### src/rtl/shared_mem_port_arbiter.sv
// Round-robin arbiter that shares one single-outstanding memory request port
// between NUM_REQ requesters. A grant is held for the whole transaction, from
// request acceptance to response delivery. Priority rotates only on completion.
module shared_mem_port_arbiter #(
    parameter int NUM_REQ = 4,
    parameter int ADDR_W  = 32,
    parameter int DATA_W  = 64,
    localparam int ID_W   = (NUM_REQ > 1) ? $clog2(NUM_REQ) : 1
) (
    input  logic                      clock,
    input  logic                      reset,
    input  logic [NUM_REQ-1:0]        req_valid,
    output logic [NUM_REQ-1:0]        req_ready,
    input  logic [NUM_REQ-1:0]        req_we,
    input  logic [NUM_REQ*ADDR_W-1:0] req_addr,
    input  logic [NUM_REQ*DATA_W-1:0] req_wdata,
    output logic [NUM_REQ-1:0]        resp_valid,
    output logic [DATA_W-1:0]         resp_rdata,
    output logic                      mem_req_valid,
    input  logic                      mem_req_ready,
    output logic                      mem_we,
    output logic [ADDR_W-1:0]         mem_addr,
    output logic [DATA_W-1:0]         mem_wdata,
    input  logic                      mem_resp_valid,
    input  logic [DATA_W-1:0]         mem_resp_rdata,
    output logic [ID_W-1:0]           grant_id,
    output logic                      busy,
    output logic                      protocol_err
);

    typedef enum logic [1:0] {
        IDLE  = 2'd0,
        ISSUE = 2'd1,
        WAIT  = 2'd2,
        RESP  = 2'd3
    } state_e;

    state_e              state_q, state_d;
    logic [ID_W-1:0]     rr_ptr_q, rr_ptr_d;
    logic [ID_W-1:0]     grant_q, grant_d;
    logic                we_q, we_d;
    logic [ADDR_W-1:0]   addr_q, addr_d;
    logic [DATA_W-1:0]   wdata_q, wdata_d;
    logic [DATA_W-1:0]   rdata_q, rdata_d;
    logic                perr_q, perr_d;

    logic [ID_W-1:0]     win_hi, win_lo, win;
    logic                hit_hi, hit_lo, any_req;

    // Round-robin pick: lowest requester at or above rr_ptr, else lowest overall.
    always_comb begin
        win_hi = '0;
        win_lo = '0;
        hit_hi = 1'b0;
        hit_lo = 1'b0;
        for (int i = NUM_REQ - 1; i >= 0; i--) begin
            if (req_valid[i]) begin
                win_lo = ID_W'(i);
                hit_lo = 1'b1;
                if (ID_W'(i) >= rr_ptr_q) begin
                    win_hi = ID_W'(i);
                    hit_hi = 1'b1;
                end
            end
        end
        any_req = hit_lo;
        win     = hit_hi ? win_hi : win_lo;
    end

    // Next-state and strobe generation for the transaction sequencer.
    always_comb begin
        state_d       = state_q;
        rr_ptr_d      = rr_ptr_q;
        grant_d       = grant_q;
        we_d          = we_q;
        addr_d        = addr_q;
        wdata_d       = wdata_q;
        rdata_d       = rdata_q;
        req_ready     = '0;
        resp_valid    = '0;
        mem_req_valid = 1'b0;
        // A memory response is only legal while a request is outstanding.
        perr_d        = perr_q | (mem_resp_valid && (state_q != WAIT));

        case (state_q)
            IDLE: begin
                // Strobe is suppressed while reset is held so no requester
                // believes it was accepted by a cycle that is being discarded.
                if (any_req && reset) begin
                    req_ready = NUM_REQ'(1) << win;
                    grant_d   = win;
                    we_d      = req_we[win];
                    addr_d    = req_addr[win*ADDR_W +: ADDR_W];
                    wdata_d   = req_wdata[win*DATA_W +: DATA_W];
                    state_d   = ISSUE;
                end
            end
            ISSUE: begin
                mem_req_valid = 1'b1;
                if (mem_req_ready) begin
                    state_d = WAIT;
                end
            end
            WAIT: begin
                if (mem_resp_valid) begin
                    rdata_d = mem_resp_rdata;
                    state_d = RESP;
                end
            end
            RESP: begin
                resp_valid = NUM_REQ'(1) << grant_q;
                rr_ptr_d   = (grant_q == ID_W'(NUM_REQ - 1)) ? '0 : grant_q + 1'b1;
                state_d    = IDLE;
            end
            default: begin
                state_d = IDLE;
            end
        endcase
    end

    // State and datapath registers; reset abandons any transaction in flight.
    always_ff @(posedge clock) begin
        if (!reset) begin
            state_q  <= IDLE;
            rr_ptr_q <= '0;
            grant_q  <= '0;
            we_q     <= 1'b0;
            addr_q   <= '0;
            wdata_q  <= '0;
            rdata_q  <= '0;
            perr_q   <= 1'b0;
        end else begin
            state_q  <= state_d;
            rr_ptr_q <= rr_ptr_d;
            grant_q  <= grant_d;
            we_q     <= we_d;
            addr_q   <= addr_d;
            wdata_q  <= wdata_d;
            rdata_q  <= rdata_d;
            perr_q   <= perr_d;
        end
    end

    assign busy         = (state_q != IDLE);
    assign grant_id     = grant_q;
    assign mem_we       = we_q;
    assign mem_addr     = addr_q;
    assign mem_wdata    = wdata_q;
    assign resp_rdata   = rdata_q;
    assign protocol_err = perr_q;

endmodule

### config.mk
export PLATFORM = sky130hd
export DESIGN_NAME = shared_mem_port_arbiter
export DESIGN_NICKNAME = d
export VERILOG_FILES = /design/src/rtl/shared_mem_port_arbiter.sv
export SDC_FILE = /design/constraint.sdc
export NUM_CORES = 1
export LEC_CHECK = 0
export CELL_PAD_IN_SITES_DETAIL_PLACEMENT = 0
export CELL_PAD_IN_SITES_GLOBAL_PLACEMENT = 1
export CORE_AREA = 2 2 248 250
export CTS_CLUSTER_DIAMETER = 80
export DETAILED_ROUTE_END_ITERATION = 12
export DIE_AREA = 0 0 250 252
export PLACE_DENSITY = 0.57
export SLEW_MARGIN = 20
export SYNTH_ARGS = -nofsm -noshare
export SYNTH_HDL_FRONTEND = slang
export SYNTH_SLANG_ARGS = --single-unit
### constraint.sdc
create_clock -name clock -period 4.7 [get_ports clock]
set_input_delay 0.705 -clock clock [delete_from_list [all_inputs] [get_ports clock]]
set_output_delay 0.705 -clock clock [all_outputs]
set_load 0.05 [all_outputs]
[Word level (Yosys, flattened, before mapping)]
Cells that the tools add are included.
Operators by class
  add/sub/neg operators: 1
  magnitude comparators: 5
  bitwise gates (word level): 1
  muxes and demuxes: 36
  divide/modulo/power cells: 0
  reduce and logical (&&, ||, !) cells: 7
  multiply operators: 0
  eq/ne operators: 8
  shift operators: 4
Operators by type and width (count)
  variable part select 256 x 9 -> 64 bit: 1
  variable part select 128 x 8 -> 32 bit: 1
  two-way mux 2 bit: 17
  two-way mux 1 bit: 14
  two-way mux 4 bit: 3
  inequality test 2 bit (second input constant): 4
  case mux 2 bit (4 select lines): 1
  left shift 1 x 2 -> 4 bit (first input constant): 2
  equality test 2 bit (second input constant): 3
  greater-or-equal comparator 1 x 2 -> 1 bit (first input constant): 2
  greater-or-equal comparator 2 bit (first input constant): 2
  AND reduction 2 bit: 2
  less-than comparator 2 x 3 -> 1 bit (second input constant): 1
  AND reduction 3 bit: 1
  adder 2 x 1 -> 2 bit (second input constant): 1
  binary-select mux 1 bit (select 2 bit): 1
  equality test 2 x 1 -> 1 bit (second input constant): 1
  logical AND 1 bit: 2
  logical NOT 2 bit: 1
  nonzero test 2 bit: 1
  bitwise OR 1 bit: 1
Word-level totals
  latch bits: 0
  word-level logic and storage cells: 70
  memories: 0
  bits in read-only memories: 0
  RAM bits: 0
  register bits after elaboration: 168
  output and inout port bits: 174

[Depth between registers and ports, before layout]
  depth after elaboration: 13
  mapped depth: 9
  mapped depth without buffers: 7

[Least setup slack after synthesis]
OpenSTA, ideal clock, no wires.
  path type: input to output
  start point: in req_valid[0]
  end point: out req_ready[1]
  data arrival time: 2851 ps
  buffers on the path: 3
  setup slack: 1144 ps
  data required time: 3995 ps
  cell stages on the path: 7
  cell sequence: nor2b_1 > nor4_1 > buf_2 > nor2_1 > buf_4 > buf_4 > nor3_1
On the way
  longest elaborated chain between the ends: 5
  elaborated cells between the ends (all ways): 9
Ends and longest elaborated chain
  start: declaration: line 12  | input logic [NUM_REQ-1:0] req_valid,
  two-way mux 2 bit or two-way mux 1 bit (tied branches): line 57  | if (req_valid[i]) begin
  two-way mux 2 bit: line 67  | win = hit_hi ? win_hi : win_lo;
  left shift 1 x 2 -> 4 bit: line 90  | req_ready = NUM_REQ'(1) << win;
  two-way mux 4 bit *: line 89  | if (any_req && reset) begin
  two-way mux 4 bit *: line 85  | case (state_q)
  end: declaration: line 13  | output logic [NUM_REQ-1:0] req_ready,
Every way passes the cells marked *; elsewhere a longest branch is shown, timed or not.

[Worst setup path after layout]
  start point: in req_valid[2]
  end point: out req_ready[1]
On the way
  longest elaborated chain between the ends: 9
  elaborated cells between the ends (all ways): 21
Ends and longest elaborated chain
  two-way mux 2 bit or two-way mux 1 bit (tied branches): line 57
  two-way mux 2 bit or two-way mux 1 bit (tied branches): line 60  | if (ID_W'(i) >= rr_ptr_q) begin
  two-way mux 2 bit or two-way mux 1 bit (tied branches): line 57
  two-way mux 2 bit or two-way mux 1 bit (tied branches): line 60
  two-way mux 2 bit or two-way mux 1 bit (tied branches): line 57
  two-way mux 2 bit: line 67
  left shift 1 x 2 -> 4 bit: line 90
  two-way mux 4 bit *: line 89
  two-way mux 4 bit *: line 85
Marked as above.

==> results.json <==
{
  "clock.fmax_mhz": 272,
  "grt_max_degree": 78,
  "finalSetupTns_ps": 0,
  "synth_top_area_cell": "dfxtp_1",
  "cts.clk_slew.worst_paths_ps": 70,
  "setup_viol": 0,
  "cts_root_buf": "clkbuf_16",
  "cp-end-kind": "output port",
  "wire_per_inst_um": 20.8,
  "swShare": 0.470,
  "slowest_stage": "a211oi_1",
  "ys_types": 34,
  "cts_buffers": 17,
  "clock-sinks": 168,
  "clock_latency_ps": 490,
  "status": "finished, final reports clean",
  "cap_violations": 0,
  "ir_drop_mv": 0.284,
  "critPathMaxFanout": 14,
  "synth_ff_type": "dfxtp_1",
  "antenna_left": 0,
  "p_clk_frac": 0.198,
  "power_frac_comb": 0.532,
  "grt_pass1_wl_um": 73700,
  "fin_ws_ps": 1030,
  "ys_seq_elements": 168,
  "numPortBuffers": 633,
  "netlist_area_mm2": 0.00914,
  "cts-htree-levels": 4,
  "fin_hold_ws_ps": 458,
  "fillerInstances": 6515,
  "grt_use_total": 0.158,
  "gr-total-overflow": 0,
  "die_width_um": 250,
  "postCtsHoldBufs": 0,
  "postSynthCellCount": 1122,
  "arrival_ps": 2970,
  "yosysSeqAreaShare": 0.368,
  "synth-edff-count": 0,
  "pin_count": 634,
  "drc_errors": 0,
  "synthTopCellsByArea": "dfxtp_1, nand2_1, a211oi_1",
  "row_count": 90,
  "cts_tree": "built",
  "worst_pin_slew_ps": 816,
  "p_leak_nw": 6.17,
  "start_util": 0.152,
  "skew_ps": 13.2,
  "layout-drive-gt1-share": 0.0461,
  "p_per_area_mw_per_mm2": 459,
  "slew_viol_final": 0,
  "rsz0062_at_grt": "no",
  "synthesis.nets": 1590,
  "area_growth_pct": 83.6,
  "cts_setup_buffers": 0,
  "first_pass_iters": 4,
  "dpl_cell_area_mm2": 0.0162,
  "synthArstFlopShare": 0,
  "fin_area_mm2": 0.0168,
  "hp-class": "flop to flop",
  "hold_viol": 0,
  "dp_slack_ps": 952,
  "yosysWarnings": 0,
  "finalCritPeriodShare": 0.781,
  "layout_common_cells": "clkdlybuf4s50_1, nand2_1, dfxtp_1",
  "fin_crit_ps": 3670,
  "wirelength_um": 51500,
  "sequentialPowerShare": 0.270,
  "ctsResizeCount": 0,
  "drtIter0Drc": 493,
  "final_common_cell": "clkdlybuf4s50_1",
  "slew_headroom": 0.456,
  "grt_pass1_vias": 11000,
  "p_sw_mw": 3.62,
  "synth_top_area_frac": 0.368,
  "intPower_mw": 4.08,
  "vias_per_cell": 4.32,
  "dp.final_hpwl_um": 38000,
  "path_class": "input port to output port",
  "crit_chain": "clkdlybuf4s50_1 > nor2b_1 > a211oi_1 > nor2_4 > nor3_1 > buf_4",
  "worst_path_largest_cell_delay_ps": 650,
  "synth.avg_cell_area_um2": 8.14,
  "core_area_mm2": 0.0601,
  "die_area_mm2": 0.0630,
  "grt_antenna_before_repair": 2,
  "clock_path_buffers": 2,
  "die_h_um": 252,
  "fin_nets": 2147,
  "setup.worst_path.start_class": "input port",
  "vias": 10700,
  "required_ps": 3990,
  "finalWeightedCongestion": 0.819
}
==> worst max-delay path, delay by kind of cell <==
family                 cells  cell delay [ps]
AOI/OAI and AO/OA          1              650
buffers and inverters      2              760
and+or+nand+nor            3              850
==> synth_stat cells, drive strengths merged, types with 2 or more instances <==
cell,number
o21ai,57
and3,85
inv,6
a211oi,86
a21boi,65
nand2,231
o31ai,43
dfxtp,168
a21o,55
ha,8
nand3,56
clkbuf,62
and2,6
nor3,4
or4,2
mux2i,58
nor2b,8
o211ai,55
nor2,7
buf,53
==> through the flow <==
| step | utilization | total power, mW | cells |
|---|---|---|---|
| final | 0.279 | 7.70 | 2476 |
| after global routing | 0.279 | 8.10 | 2476 |
| after CTS | 0.279 | 7.86 | 2474 |
| after detailed placement | 0.269 | 6.26 | 2442 |
| after global placement | 0.269 | 6.23 | 2442 |
| after floorplan | - | 4.51 | 1122 |
==> registers in the layout, summed over array words and instances (netlist names) <==
| register | flops |
|---|---|
| mem_we | 1 |
| resp_rdata | 64 |
| grant_id | 2 |
| mem_wdata | 64 |
| state_q | 2 |
| protocol_err | 1 |
| rr_ptr_q | 2 |
| mem_addr | 32 |
==> path summary, 6_finish.rpt <==
check,from,end,slack (ps),depth (start not counted)
max,req_valid[2],req_ready[1],1030,6
min,mem_wdata[56],mem_wdata[56],460,2
max reg2reg,rr_ptr_q[0],mem_addr[12],2180,6
min reg2reg,mem_wdata[56],mem_wdata[56],460,2
==> metal layers <==
metal / GRT usage / share of wire / up-vias
met5: 0 / 0 / -
met4: 0.0573 / 0.024 / 0
met3: 0.0529 / 0.071 / 54
met2: 0.271 / 0.50 / 390
met1: 0.183 / 0.41 / 5082
li1: - / - / 5163
==> power groups by stage <==
| stage | clock, mW | combinational, mW | sequential (mW) |
|---|---|---|---|
| 2_1_floorplan | 0 | 1.05 | 3.46 |
| 3_5_place_dp | 0 | 4.14 | 2.11 |
| 6_report | 1.52 | 4.09 | 2.08 |
| 4_1_cts | 1.62 | 4.15 | 2.09 |
| 5_1_grt | 1.65 | 4.31 | 2.13 |
| 3_3_place_gp | 0 | 4.13 | 2.10 |
==> area by class of cell <==
cell class	count	area (µm²)	share of cell area
multi-input combinational	833	5230	0.312
sequential	168	3360	0.201
inverter	6	22.5	0.00134
tap	782	978	0.0583
antenna	2	5.00	0.000298
clock inverter	14	170	0.0101
timing repair buffer	653	6570	0.392
clock buffer	18	429	0.0256
==> cell families after synthesis <==
group                    count (synthesis)  share of synthesized area
AO/OA/AOI/OAI                          364                      0.288
adder cells (fa/ha/maj)                  8                     0.0110
buffers and inverters                  121                     0.0649
flip-flops                             168                      0.368
multiplexers                            58                     0.0636
AND/OR/NAND/NOR                        403                      0.205
Power figures use the tool's default switching activity.
